==> src/rtl/ram_arb_pkg.sv <==
// Shared types and constants for the CPU/loader RAM port arbiter.
// Default widths match the control unit and datapath word size.
package ram_arb_pkg;

   localparam int ARB_ADDR_W       = 16;
   localparam int ARB_DATA_W       = 16;
   localparam int ARB_WAIT_W       = 8;
   localparam int ARB_STARVE_LIMIT = 64;

   typedef enum logic {
      ARB_IDLE   = 1'b0,
      ARB_LDR_RD = 1'b1
   } arb_state_t;

   // Which master drives the RAM in the current cycle
   localparam logic OWNER_CPU = 1'b0;
   localparam logic OWNER_LDR = 1'b1;

endpackage

==> src/rtl/ram_arb_wait_counter.sv <==
// Saturating count of consecutive ungranted loader-request cycles, with a
// registered flag raised once the count reaches STARVE_LIMIT.
module ram_arb_wait_counter
   import ram_arb_pkg::*;
#(
   parameter int WAIT_W       = ARB_WAIT_W,
   parameter int STARVE_LIMIT = ARB_STARVE_LIMIT
) (
   input  logic clk,
   input  logic reset,
   input  logic ldr_req,
   input  logic ldr_gnt,
   output logic ldr_starved
);

   logic [WAIT_W-1:0] cnt;
   logic [WAIT_W-1:0] cnt_nxt;

   always_comb begin
      cnt_nxt = cnt;
      if (!ldr_req || ldr_gnt) begin
         cnt_nxt = '0;
      end else if (cnt != '1) begin
         cnt_nxt = cnt + 1'b1;
      end
   end

   // Flag follows the next count so it rises on the same edge the count reaches the limit
   always_ff @(posedge clk or negedge reset) begin
      if (!reset) begin
         cnt         <= '0;
         ldr_starved <= 1'b0;
      end else begin
         cnt         <= cnt_nxt;
         ldr_starved <= (cnt_nxt >= WAIT_W'(STARVE_LIMIT));
      end
   end

endmodule

==> src/rtl/ram_port_arbiter.sv <==
// Single-port RAM arbiter: CPU has absolute, zero-latency priority; loader fills idle cycles.
// Optional starvation monitor enabled by defining ARB_STARVE_MON_EN.
//
// state      | meaning
// -----------+-----------------------------------------------------------
// ARB_IDLE   | no loader read in flight
// ARB_LDR_RD | loader read granted last cycle; ram_rdata belongs to loader
module ram_port_arbiter
   import ram_arb_pkg::*;
#(
   parameter int ADDR_W       = ARB_ADDR_W,
   parameter int DATA_W       = ARB_DATA_W,
   parameter int WAIT_W       = ARB_WAIT_W,
   parameter int STARVE_LIMIT = ARB_STARVE_LIMIT
) (
   input  logic              clk,
   input  logic              reset,
   input  logic              cpu_re,
   input  logic              cpu_we,
   input  logic [ADDR_W-1:0] cpu_addr,
   input  logic [DATA_W-1:0] cpu_wdata,
   output logic [DATA_W-1:0] cpu_rdata,
   input  logic              ldr_req,
   input  logic              ldr_we,
   input  logic [ADDR_W-1:0] ldr_addr,
   input  logic [DATA_W-1:0] ldr_wdata,
   output logic              ldr_gnt,
   output logic              ldr_rvalid,
   output logic [DATA_W-1:0] ldr_rdata,
   output logic              ldr_starved,
   output logic              cpu_conflict,
   output logic              ram_re,
   output logic              ram_we,
   output logic [ADDR_W-1:0] ram_addr,
   output logic [DATA_W-1:0] ram_wdata,
   input  logic [DATA_W-1:0] ram_rdata
);

   arb_state_t        state;
   arb_state_t        state_nxt;
   logic              cpu_act;
   logic              owner;
   logic              ldr_rd_cap;
   logic [DATA_W-1:0] ldr_rdata_q;

   if (STARVE_LIMIT < 1 || STARVE_LIMIT > (2**WAIT_W) - 1) begin : g_bad_limit
      $error("STARVE_LIMIT must be reachable by a WAIT_W-bit saturating counter");
   end

   assign cpu_act   = cpu_re | cpu_we;
   assign owner     = cpu_act ? OWNER_CPU : OWNER_LDR;
   assign ldr_gnt   = reset & (owner == OWNER_LDR) & ldr_req;
   assign cpu_rdata = ram_rdata;

   // Address/data default to the CPU port so an idle RAM sees stable CPU values
   always_comb begin
      ram_addr  = cpu_addr;
      ram_wdata = cpu_wdata;
      ram_re    = 1'b0;
      ram_we    = 1'b0;
      if (reset) begin
         if (owner == OWNER_CPU) begin
            ram_we = cpu_we;
            ram_re = cpu_re & ~cpu_we;
         end else if (ldr_req) begin
            ram_addr  = ldr_addr;
            ram_wdata = ldr_wdata;
            ram_we    = ldr_we;
            ram_re    = ~ldr_we;
         end
      end
   end

   always_ff @(posedge clk or negedge reset) begin
      if (!reset) begin
         state <= ARB_IDLE;
      end else begin
         state <= state_nxt;
      end
   end

   always_comb begin
      state_nxt = ARB_IDLE;
      case (state)
         ARB_IDLE:   state_nxt = (ldr_gnt && !ldr_we) ? ARB_LDR_RD : ARB_IDLE;
         ARB_LDR_RD: state_nxt = (ldr_gnt && !ldr_we) ? ARB_LDR_RD : ARB_IDLE;
         default:    state_nxt = ARB_IDLE;
      endcase
   end

   always_comb begin
      ldr_rd_cap = 1'b0;
      case (state)
         ARB_LDR_RD: ldr_rd_cap = 1'b1;
         default:    ldr_rd_cap = 1'b0;
      endcase
   end

   assign ldr_rvalid = ldr_rd_cap;

   // RAM returns data one cycle after the strobe: pass it through on the valid
   // cycle, then hold the captured copy until the next loader read returns
   always_ff @(posedge clk or negedge reset) begin
      if (!reset) begin
         ldr_rdata_q <= '0;
      end else if (ldr_rd_cap) begin
         ldr_rdata_q <= ram_rdata;
      end
   end

   assign ldr_rdata = ldr_rd_cap ? ram_rdata : ldr_rdata_q;

   always_ff @(posedge clk or negedge reset) begin
      if (!reset) begin
         cpu_conflict <= 1'b0;
      end else if (cpu_re && cpu_we) begin
         cpu_conflict <= 1'b1;
      end
   end

`ifdef ARB_STARVE_MON_EN
   ram_arb_wait_counter #(
      .WAIT_W      (WAIT_W),
      .STARVE_LIMIT(STARVE_LIMIT)
   ) u_wait_counter (
      .clk        (clk),
      .reset      (reset),
      .ldr_req    (ldr_req),
      .ldr_gnt    (ldr_gnt),
      .ldr_starved(ldr_starved)
   );
`else
   assign ldr_starved = 1'b0;
`endif

endmodule

==> config.mk <==
export PLATFORM = sky130hd
export DESIGN_NAME = ram_port_arbiter
export DESIGN_NICKNAME = d
export VERILOG_FILES = /design/src/rtl/ram_arb_pkg.sv /design/src/rtl/ram_arb_wait_counter.sv /design/src/rtl/ram_port_arbiter.sv
export SDC_FILE = /design/constraint.sdc
export NUM_CORES = 1
export LEC_CHECK = 0
export CAP_MARGIN = 25
export CELL_PAD_IN_SITES_DETAIL_PLACEMENT = 1
export CELL_PAD_IN_SITES_GLOBAL_PLACEMENT = 1
export CORE_UTILIZATION = 20
export DETAILED_ROUTE_END_ITERATION = 8
export PLACE_DENSITY = 0.94
export SYNTH_ARGS = -nofsm -noshare
export SYNTH_HDL_FRONTEND = slang
export SYNTH_HIERARCHICAL = 1
export SYNTH_SLANG_ARGS = --single-unit
==> constraint.sdc <==
create_clock -name clk -period 3.2 [get_ports clk]
set_input_delay 0.8 -clock clk [delete_from_list [all_inputs] [get_ports clk]]
set_output_delay 0.8 -clock clk [all_outputs]
set_load 0.05 [all_outputs]
==> impl_summary.md <==
Route
Once detail routing completed, the nets flagged for antenna violations numbered 0. Before antenna repair, the detailed router went through 2 iterations. The DRC violation count after routing is 0. In this run, the number of DRC markers left after iteration 0 of detailed routing was 8.

The via-per-instance ratio is 4.26. Summed over all layers, the routed wires come to 5.20 mm. The total number of vias is 1352. The final routed wire length divided by cell count is 16.4 um.

Clock tree
Clock latency on the worst-skew pair, taken at its later pin, is 0.25 ns. The number of buffers inserted during clock tree synthesis is 3. The count of H-tree levels built during CTS is 1. The buffer levels on the longest clock path is 2. After clock tree synthesis, the clock-pin slew on the worst setup and hold paths is 0.07 ns.

Clock tree synthesis found a total of 18 sinks. The CTS tree is done. The cell sitting at the root of the clock tree is a sky130_fd_sc_hd__clkbuf_8.

Pwr
The internal portion of the total power is 0.680 mW. Summed over all cells, the static leakage comes to 1.33 nW. The power dissipated by switching net loads is 0.507 mW. The combinational power share is 60.4%. The switching part of the total power is 42.7%.

Power comes to 1.19 mW. Registers are responsible for 24.1% of the overall power. In this run the power density over the cells is 404 nW/um^2. The peak ir drop on the vdd network is 0.000340 V.

In this run, the clock network consumes 15.5% of the power.

Cells and area
The final standard cell area without fillers is 2940 um^2. The relative area change from synthesis to final layout is 112%. For this run, the share of the core covered by cells in the final layout is 45.0%. The filler cells instantiated in the layout total 719. 0 antenna diodes ended up in the layout. Of the cells placed in the final design, the portion with a size suffix greater than 1 is 53.3%. At the end of the flow, the number of nets in the layout was 327. Excluding fillers, the count of instances in the completed layout stands at 317.

Floorplan
The die covers 7260 um^2. The die is 85.2 um tall. The initial cell density of the core is 21.2%. The placeable core region is 6530 um^2. The number of placement rows is 29.

The horizontal die dimension is 85.2 um. The number of primary I/O pins is 156.

Global route
The number of antenna violations at the first check in global routing is 0. The total routing resource utilization after global routing is 14.2%. Entering global routing, the biggest net connects 21 pins. The sum of overflow across all layers after global routing is 0. The first global-routing pass estimated 7.97 mm of wire. The via count of the first global-routing pass is 1541.

Critical path
The endpoint class of the critical path is a primary output. The worst path required time is 2.40 ns. The library cell appearing most often on the critical path is sky130_fd_sc_hd__buf_6. The category of the most critical setup path is in -> out.

Along the worst path, the maximum fanout reaches 8. The count of buffering cells on the critical path with inverters included is 4. Traced cell by cell, the critical path runs through dlygate4sd2_1 -> nor4bb_4 -> buf_6 -> bufbuf_16 -> mux2_4 -> buf_6.

For this design, the slowest cell found on the critical path is sky130_fd_sc_hd__nor4bb_4. The worst setup path is launched from an input port. For this run, the slowest stage of the critical path takes 0.31 ns. The cell family with the largest share of critical-path delay is buffers and inverters. The arrival time of data at the critical path endpoint is 2.31 ns.

STA
The setup-violating endpoint count in the final report is 0. The headroom to the max-slew limit is 66.3%. For this run, the top clock speed supported by timing is 322 MHz.

Once routing completed, OpenROAD measured the worst setup slack at 0.0899 ns. At the pin with the least slew margin, the transition time is 0.505 ns. The final max-slew violation count was 0. For the final routed database, the setup TNS stands at 0 ns. The final hold slack is 0.475 ns. The worst path needs 3.11 ns of the cycle, external delays included. The period utilization is 97.2%. The number of hold violations in the final report is 0. Setup repair after global routing left no endpoint under its margin. The final worst clock skew is 0.00158 ns.

Placement
The placer congestion estimate is 0.667. The detailed placement HPWL is 4.20 mm. Input and output buffers added on the ports amount to 154. At the placement stage, the worst setup path has a slack of -0.208 ns.

The number of placed cells counting well taps is 310. After detailed placement, the total cell area comes to 2790 um^2.

Run status
The run finished with clean final reports.

Synth
The count of distinct cell types in the synthesized netlist is 15. The total of flip-flops plus latches after synthesis is 18. Yosys printed 6 warnings.

The share of the Yosys chip area taken by registers is 32.5%. The average instance in the mapped netlist occupies 14.1 um^2. After technology mapping, the gate count stands at 98. The number of nets produced by synthesis is 184. The post-synthesis cell area is 1380 um^2.

Job
The number of violations of the max-capacitance limit is 0.

Worst hold path
In this run the worst hold path is classified as reg -> reg.
==> kinds of logic (layout without fill, tap and decap cells) <==
| kind of cell | count (synthesis) | after routing | synth area share (%) |
|---|---|---|---|
| and+or+nand+nor | 4 | 4 | 3.25 |
| DFF | 18 | 18 | 32.5 |
| buffers and inverters | 24 | 166 | 15.4 |
| muxes | 48 | 48 | 46.7 |
| other | 1 | 1 | 0.271 |
| AOI/OAI and AO/OA | 3 | 3 | 1.90 |
==> registers in the layout (all words and copies together), names as in the netlist <==
signal,flops
ldr_rdata_q,16
cpu_conflict,1
state,1
==> power by group through the flow <==
stage / combinational, mW / sequential [mW] / clock, mW
after detailed placement: 0.713 / 0.292 / 0
after CTS: 0.724 / 0.288 / 0.190
after global routing: 0.745 / 0.291 / 0.201
final: 0.717 / 0.286 / 0.184
after global placement: 0.703 / 0.288 / 0
after floorplan: 0.453 / 0.286 / 0
==> synth_stat cells <==
cell	number	area (um^2)
sky130_fd_sc_hd__a21boi_0	1	7.51
sky130_fd_sc_hd__a21o_2	1	8.76
sky130_fd_sc_hd__buf_12	3	60.1
sky130_fd_sc_hd__buf_2	2	10.0
sky130_fd_sc_hd__buf_4	17	128
sky130_fd_sc_hd__buf_6	1	11.3
sky130_fd_sc_hd__conb_1	1	3.75
sky130_fd_sc_hd__dfrtp_1	18	450
sky130_fd_sc_hd__inv_1	1	3.75
sky130_fd_sc_hd__mux2_2	20	225
sky130_fd_sc_hd__mux2_4	28	420
sky130_fd_sc_hd__nand3b_1	1	7.51
sky130_fd_sc_hd__nor2b_1	2	12.5
sky130_fd_sc_hd__nor4bb_4	1	25.0
sky130_fd_sc_hd__o211a_1	1	10.0
==> path summary, 6_finish.rpt <==
check | from | to | slack (ns) | cells after the start
setup / recovery | cpu_we | ram_addr[5] | 0.09 | 6
hold / removal | cpu_conflict | cpu_conflict | 0.48 | 1
setup reg to reg | state | ldr_rdata_q[8] | 2.03 | 2
hold reg to reg | cpu_conflict | cpu_conflict | 0.48 | 1
max in group asynchronous | reset | ldr_rdata_q[12] | 2.29 | 2
min in group asynchronous | reset | ldr_rdata_q[13] | 0.71 | 2
==> cell type report <==
cell class / instances / area (um^2) / area share [%]
timing repair buffer: 161 / 1610 / 54.9
clock buffer: 4 / 55.1 / 1.87
tap: 77 / 96.3 / 3.28
sequential: 18 / 450 / 15.3
inverter: 1 / 3.75 / 0.128
multi-input combinational: 56 / 721 / 24.5
==> per-layer routing <==
layer  wire, um  up-vias  GRT usage (%)  share of wire (%)
li1           -      611              -                  -
met1       1770      632           14.4                 34
met2       2810      105           28.3                 54
met3        576        4           3.99                 11
met4         33        0           3.24               0.63
met5          0        -              0                  0
==> layout by cell type (no fill, tap or decap), drive strengths merged <==
master / count
clkbuf: 4
conb: 1
nor4bb: 1
inv: 1
a21o: 1
buf: 73
a21boi: 1
dfrtp: 18
nor2b: 2
mux2: 48
nand3b: 1
clkdlybuf4s50: 83
o211a: 1
dlygate4sd2: 4
bufbuf: 1
==> what timing repair did <==
item | CTS | global route
resized for setup | 14 | 0
buffers inserted | 1 | 0
setup endpoints to repair | 32 | 0
hold buffers | 0 | 0
No activity file was read; power rests on OpenSTA's default activity.
